File: config.mk
export PLATFORM = sky130hd
export DESIGN_NAME = universal_shift_register
export DESIGN_NICKNAME = d
export VERILOG_FILES = /design/src/rtl/universal_shift_register.sv
export SDC_FILE = /design/constraint.sdc
export NUM_CORES = 1
export LEC_CHECK = 0
export CAP_MARGIN = 0
export CORE_MARGIN = 2
export CORE_UTILIZATION = 30
export CTS_BUF_LIST = sky130_fd_sc_hd__clkbuf_8
export DETAILED_ROUTE_END_ITERATION = 7
export PLACE_DENSITY_LB_ADDON = 0.15
export SLEW_MARGIN = 20
export SYNTH_ARGS = -nofsm -noshare
export SYNTH_HDL_FRONTEND = slang
export SYNTH_SLANG_ARGS = --single-unit
File: constraint.sdc
create_clock -name clk -period 1.9 [get_ports clk]
set_input_delay 0.285 -clock clk [delete_from_list [all_inputs] [get_ports clk]]
set_output_delay 0.285 -clock clk [all_outputs]
set_load 0.01 [all_outputs]
File: src/rtl/universal_shift_register.sv
// Universal shift register: parallel load, clear, hold and multi-position
// shift/rotate. A shift runs one bit position per clock. The operation is
// started by a start pulse; busy stays high while it runs and done pulses
// once, in the cycle that shows the final q.
//
//   state | meaning
//   IDLE  | waiting for start; single-cycle ops and the first shift run here
//   SHIFT | performing the remaining shifts of a multi-position op
module universal_shift_register #(
  parameter int WIDTH = 8,
  parameter int AMT_W = 4
) (
  input  logic             clk,
  input  logic             rst,
  input  logic             start,
  input  logic [2:0]       op,
  input  logic [AMT_W-1:0] amount,
  input  logic [WIDTH-1:0] load_data,
  input  logic             ser_in,
  output logic [WIDTH-1:0] q,
  output logic             ser_out,
  output logic             busy,
  output logic             done
);

  localparam logic [2:0] OP_HOLD  = 3'b000;
  localparam logic [2:0] OP_LOAD  = 3'b001;
  localparam logic [2:0] OP_SHL   = 3'b010;
  localparam logic [2:0] OP_SHR   = 3'b011;
  localparam logic [2:0] OP_ROL   = 3'b100;
  localparam logic [2:0] OP_ROR   = 3'b101;
  localparam logic [2:0] OP_ASR   = 3'b110;
  localparam logic [2:0] OP_CLEAR = 3'b111;

  typedef enum logic {IDLE, SHIFT} state_t;

  state_t           state;
  logic [2:0]       op_r;
  logic [AMT_W-1:0] cnt;
  logic [2:0]       sel_op;
  logic [WIDTH-1:0] shifted;
  logic             out_bit;

  // One-position shift of the current q. In IDLE the incoming op is used so
  // that the first shift can happen on the accept edge.
  always_comb begin
    sel_op  = (state == IDLE) ? op : op_r;
    shifted = q;
    out_bit = 1'b0;
    case (sel_op)
      OP_SHL: begin
        shifted = {q[WIDTH-2:0], ser_in};
        out_bit = q[WIDTH-1];
      end
      OP_SHR: begin
        shifted = {ser_in, q[WIDTH-1:1]};
        out_bit = q[0];
      end
      OP_ROL: begin
        shifted = {q[WIDTH-2:0], q[WIDTH-1]};
        out_bit = q[WIDTH-1];
      end
      OP_ROR: begin
        shifted = {q[0], q[WIDTH-1:1]};
        out_bit = q[0];
      end
      OP_ASR: begin
        shifted = {q[WIDTH-1], q[WIDTH-1:1]};
        out_bit = q[0];
      end
      default: begin
        shifted = q;
        out_bit = 1'b0;
      end
    endcase
  end

  // Sequencer: accept requests in IDLE, run remaining shifts in SHIFT.
  always_ff @(posedge clk) begin
    if (rst) begin
      state   <= IDLE;
      op_r    <= OP_HOLD;
      cnt     <= '0;
      q       <= '0;
      ser_out <= 1'b0;
      busy    <= 1'b0;
      done    <= 1'b0;
    end else begin
      done <= 1'b0;
      case (state)
        IDLE: begin
          if (start) begin
            op_r <= op;
            case (op)
              OP_HOLD: done <= 1'b1;
              OP_LOAD: begin
                q       <= load_data;
                ser_out <= 1'b0;
                done    <= 1'b1;
              end
              OP_CLEAR: begin
                q       <= '0;
                ser_out <= 1'b0;
                done    <= 1'b1;
              end
              default: begin
                if (amount == '0) begin
                  done <= 1'b1;
                end else begin
                  q       <= shifted;
                  ser_out <= out_bit;
                  if (amount == AMT_W'(1)) begin
                    done <= 1'b1;
                  end else begin
                    cnt   <= amount - AMT_W'(1);
                    busy  <= 1'b1;
                    state <= SHIFT;
                  end
                end
              end
            endcase
          end
        end
        SHIFT: begin
          q       <= shifted;
          ser_out <= out_bit;
          cnt     <= cnt - AMT_W'(1);
          if (cnt == AMT_W'(1)) begin
            busy  <= 1'b0;
            done  <= 1'b1;
            state <= IDLE;
          end
        end
        default: state <= IDLE;
      endcase
    end
  end

endmodule

Word-level counts from Yosys, hierarchy flattened
Cells that the tools add are included.

Flip-flop bits (word level): 19. Latch bits: 0. RAM bits: 0. ROM bits: 0. Input bits: 19. Memories: 0.

Add/sub/neg operators: 2. Multipliers: 0. Divide/modulo/power cells: 0. $lt $le $gt $ge: 0. Eq/ne operators: 17. Shift-type cells: 0. Multiplexer cells: 34. Bitwise gates (word level): 1. Reductions and logical operators: 11.

Operators with widths (count): $pmux W8 S5 (1); $pmux W8 S3 (1); $mux W1 (17); $mux W4 (4); $mux W8 (2); $pmux W8 S2 (1); $eq A3 B3 Y1 const B (4); $pmux W1 S2 (6); $ne A2 B2 Y1 const B (5); $eq A4 B1 Y1 const B (2); $pmux W4 S2 (1); $sub A4 B1 Y4 const B (2); $eq A3 B2 Y1 const B (2); $reduce_and A3 Y1 (2); $reduce_or A3 Y1 (2); $reduce_and A5 Y1 (1); $logic_not A4 Y1 (1); $ne A4 B2 Y1 const B (1); $reduce_and A4 Y1 (1); $reduce_or A2 Y1 (2); $eq A3 B1 Y1 const B (1); $logic_not A3 Y1 (1); $mux W3 (1); $ne A3 B3 Y1 const B (1); other kinds (3) (3).

Depth between registers and ports, before layout
Word-level depth: 8. Mapped depth: 7. Depth with buffers taken out: 7.

Worst setup path before layout
No wires, ideal clock.

Path type: input -> register. Start point: input amount[1]. End point: register q[1]. Data arrival time: 1713 ps. Required time: 1770 ps. Path slack: 57 ps. Cell stages on the path: 7. Buffers on the path: 0. Cell sequence: inv_1 -> ha_1 -> or3b_1 -> a41oi_1 -> a211oi_2 -> a222oi_1 -> a21oi_1.

Word-level cells in the longest chain between the ends: 3.

RTL lines: from (decl) (RTL line 17) `input logic [AMT_W-1:0] amount,`; $logic_not A4 Y1 (RTL line 107) `if (amount == '0) begin`; $ne A4 B2 Y1 (no line); $reduce_and A3 Y1 (no line); to (signal assigned) (RTL line 97) `q <= load_data;`; to (signal assigned) (RTL line 110) `q <= shifted;`; to (signal assigned) (RTL line 125) `q <= shifted;`; to (decl) (RTL line 20) `output logic [WIDTH-1:0] q,`.

Every way passes these cells. A chain may end at the register's enable or synchronous reset.

Final worst setup path
Start point: input op[0]. End point: register q[4].

Word-level cells in the longest chain between the ends: 7. Elaborated cells between the ends (all ways): 17. Classes of those cells: eq/ne: 9; mux: 6; reduce/logical: 2.

RTL lines: from (decl) (RTL line 16) `input logic [2:0] op,`; $mux W3 (RTL line 47) `sel_op = (state == IDLE) ? op : op_r;`; $eq A3 B3 Y1 or $eq A3 B2 Y1 (tied branches) (RTL line 50) `case (sel_op)`; $pmux W8 S5 (RTL line 50); $mux W8 (RTL line 107); $pmux W8 S3 (RTL line 94) `case (op)`; $mux W8 (RTL line 92) `if (start) begin`; $pmux W8 S2 (RTL line 90) `case (state)`.

Several ways; a longest one is shown, not always the timed one. The select of a mux whose other input is x is not followed.

==> impl_metrics.json <==
{
  "p_total_mw": 1.12,
  "synth_top_family_by_area": "compound AO/OA/AOI/OAI gates",
  "synthXorXnorAreaFrac_pct": 4.23,
  "cts_max_level": 1,
  "r2r_start": "state",
  "drive_above_1_share_pct": 27.2,
  "ctsLongestPathBuffers": 2,
  "cts.root.buffer_cell": "clkbuf_8",
  "die_w_um": 67.6,
  "ys.flop_type": "dfxtp_1",
  "synth_simple_gate_area_share_pct": 17.9,
  "muxShareOfSynthArea_pct": 6.40,
  "p_seq_share_pct": 40.7,
  "initial_core_util_pct": 30.8,
  "dieArea_mm2": 0.00457,
  "fin_crit_ns": 1.72,
  "switching_share_pct": 31.2,
  "clk_pin_slew_worst_paths_ns": 0.07,
  "pre_cts_ws_ns": -0.587,
  "synth-compound-area-share_pct": 30.0,
  "synth_area_leader_cell": "dfxtp_1",
  "share_comb_of_total_power_pct": 34.5,
  "final_hold_viol_count": 0,
  "drv_cap": 0,
  "antenna_cells": 0,
  "hp-class": "reg -> reg",
  "max_slew_margin_pct": 68.7,
  "ir_drop_mv": 0.613,
  "crit_type": "in -> reg",
  "overflow": 0,
  "drt-total-wl_mm": 3.64,
  "seq_area_um2": 382,
  "num_io_pins": 30,
  "rsz0062_at_grt": "no",
  "p_per_area_mw_per_mm2": 601,
  "synth-seq-cells": 19,
  "clkPwrFrac_pct": 24.8,
  "worstSetupStartpoint": "op[0]",
  "netlist_top_cells_area": "dfxtp_1 31%, a21oi_1 7.8%, a222oi_1 5.8%",
  "drt_first_pass_iters": 6,
  "grt_max_degree": 15,
  "numClockSinks": 19,
  "start_kind": "primary input",
  "insertion_delay_ns": 0.25,
  "cp.required_ns": 2.04,
  "hold_start": "op_r[0]",
  "seq_area_frac_synth_pct": 31.4,
  "dieHeight_um": 67.6,
  "worstPathMaxFanout": 6,
  "tritoncts": "built",
  "syn-num-nets": 170,
  "p_sw_uw": 349,
  "num_rows": 23,
  "synthArstFlopShare_pct": 0,
  "syn_inst": 147,
  "skew_ns": 0.00170,
  "core_mm2": 0.00394,
  "multiInputGateArea_um2": 835,
  "synth_fa_ha_area_share_pct": 4.13,
  "grt_util_all_layers_pct": 17.0,
  "avgSynthCellArea_um2": 8.25,
  "wire_per_inst_um": 14.4,
  "area_growth_pct": 53.7,
  "yosys.area.top_type_share_pct": 31.4,
  "viasPerCell": 5.18,
  "slew_viol_final": 0,
  "fillers": 370,
  "grt_pass1_wl_mm": 5.92,
  "layout_setup_ws_ns": 0.182,
  "layout_common_cells": "28 x buf_4, 23 x clkdlybuf4s50_1, 18 x dfxtp_1",
  "grt_antenna_before_repair": 0,
  "max_freq_mhz": 582,
  "status": "completed",
  "final_common_cell": "buf_4",
  "portBuffers": 29,
  "nets": 226,
  "period_share_pct": 90.4,
  "drcViolationCount": 0,
  "netlist_area_mm2": 0.00121,
  "tightestPinTransition_ns": 0.463,
  "internal-power_uw": 771,
  "dp_hpwl_mm": 2.74,
  "p_leak_nw": 0.761,
  "setup_viol": 0,
  "worstPathArrival_ns": 1.85,
  "yosysWarnings": 0,
  "endpoint_kind": "flop",
  "cts_buffers": 3,
  "drt_iter0_drc": 148,
  "grt_pass1_vias": 1310,
  "vias": 1305,
  "gp_congestion": 0.821,
  "antenna_left": 0,
  "ys_types": 41,
  "synth_edf_count": 0,
  "whs_ns": 0.478
}
path summary, 6_finish.rpt:
kind | cells after the start | slack (ns) | endpoint
min reg2reg | 2 | 0.48 | op_r[0]
min | 2 | 0.48 | op_r[0]
max reg2reg | 5 | 0.20 | q[4]
max | 6 | 0.18 | q[4]
logic make-up after synthesis:
logic type                 Yosys count
AOI/OAI and AO/OA                   52
and+or+nand+nor                     46
DFF                                 19
buffers and inverters               14
muxes                                7
xor gates and xnor gates             5
adders and majority gates            4
state kept, by name (all words and copies together) (netlist names):
register and count:
q 8, cnt 4, op_r 3, busy 1, done 1, ser_out 1
state 1
area by class of cell:
| class | instances | area share (%) |
|---|---|---|
| Clock buffer | 3 | 2.22 |
| Tap cell | 50 | 3.36 |
| Sequential cell | 19 | 20.5 |
| Timing Repair Buffer | 58 | 27.5 |
| Clock inverter | 1 | 0.269 |
| Multi-Input combinational cell | 114 | 44.8 |
| Inverter | 7 | 1.41 |
per-layer routing:
layer | wire (um) | track usage [%] | part of all wire [%] | up-vias
li1 | - | - | - | 656
met3 | 117 | 3.67 | 3.2 | 2
met2 | 1950 | 31.4 | 54 | 24
met5 | 0 | 0 | 0 | -
met1 | 1560 | 20.4 | 43 | 623
met4 | 10 | 2.30 | 0.27 | 0
per-stage QoR:
| stage | utilization [%] | cell area, um^2 | instances | TNS [ns] |
|---|---|---|---|---|
| after global routing | 47.3 | 1860 | 252 | 0 |
| final | 47.3 | 1860 | 252 | 0 |
| after CTS | 45.6 | 1800 | 252 | 0 |
| after detailed placement | 43.5 | 1710 | 245 | -5.67 |
| after floorplan | - | 1210 | 147 | 0 |
| after global placement | 43.5 | 1710 | 245 | -4.97 |
timing repair:
action	CTS	global route
cloned	1	0
hold buffers	0	0
endpoints found under the setup margin	10	8
buffers inserted	2	0
pin swaps	10	8
gates resized for setup	9	21
power by group through the flow:
stage                     clock network (mW)  registers [mW]  logic, mW
after floorplan                            0           0.457      0.189
after global placement                     0           0.461      0.335
after detailed placement                   0           0.464      0.341
after CTS                              0.289           0.454      0.357
after global routing                   0.305           0.459      0.422
final                                  0.278           0.456      0.386
critical path, stage by stage:
cell and delay (ns):
clkdlybuf4s50_1 0.45, mux2_4 0.33, a21oi_2 0.22, a211oi_4 0.09, a222oi_1 0.36, a21oi_1 0.11
synth_stat cells, types with 2 or more instances:
library cell and number:
a21oi_1 19, dfxtp_1 19, nand2_1 17, nor2_1 10, o21ai_0 10, a222oi_1 7, inv_1 7, nand3_1 6
ha_1 4, mux2i_1 4, xor2_1 4, a22oi_1 3, nor3_1 3, o22ai_1 3, buf_2 2, mux2_2 2
nand2b_1 2, or2_2 2
Power figures use the tool's default switching activity.
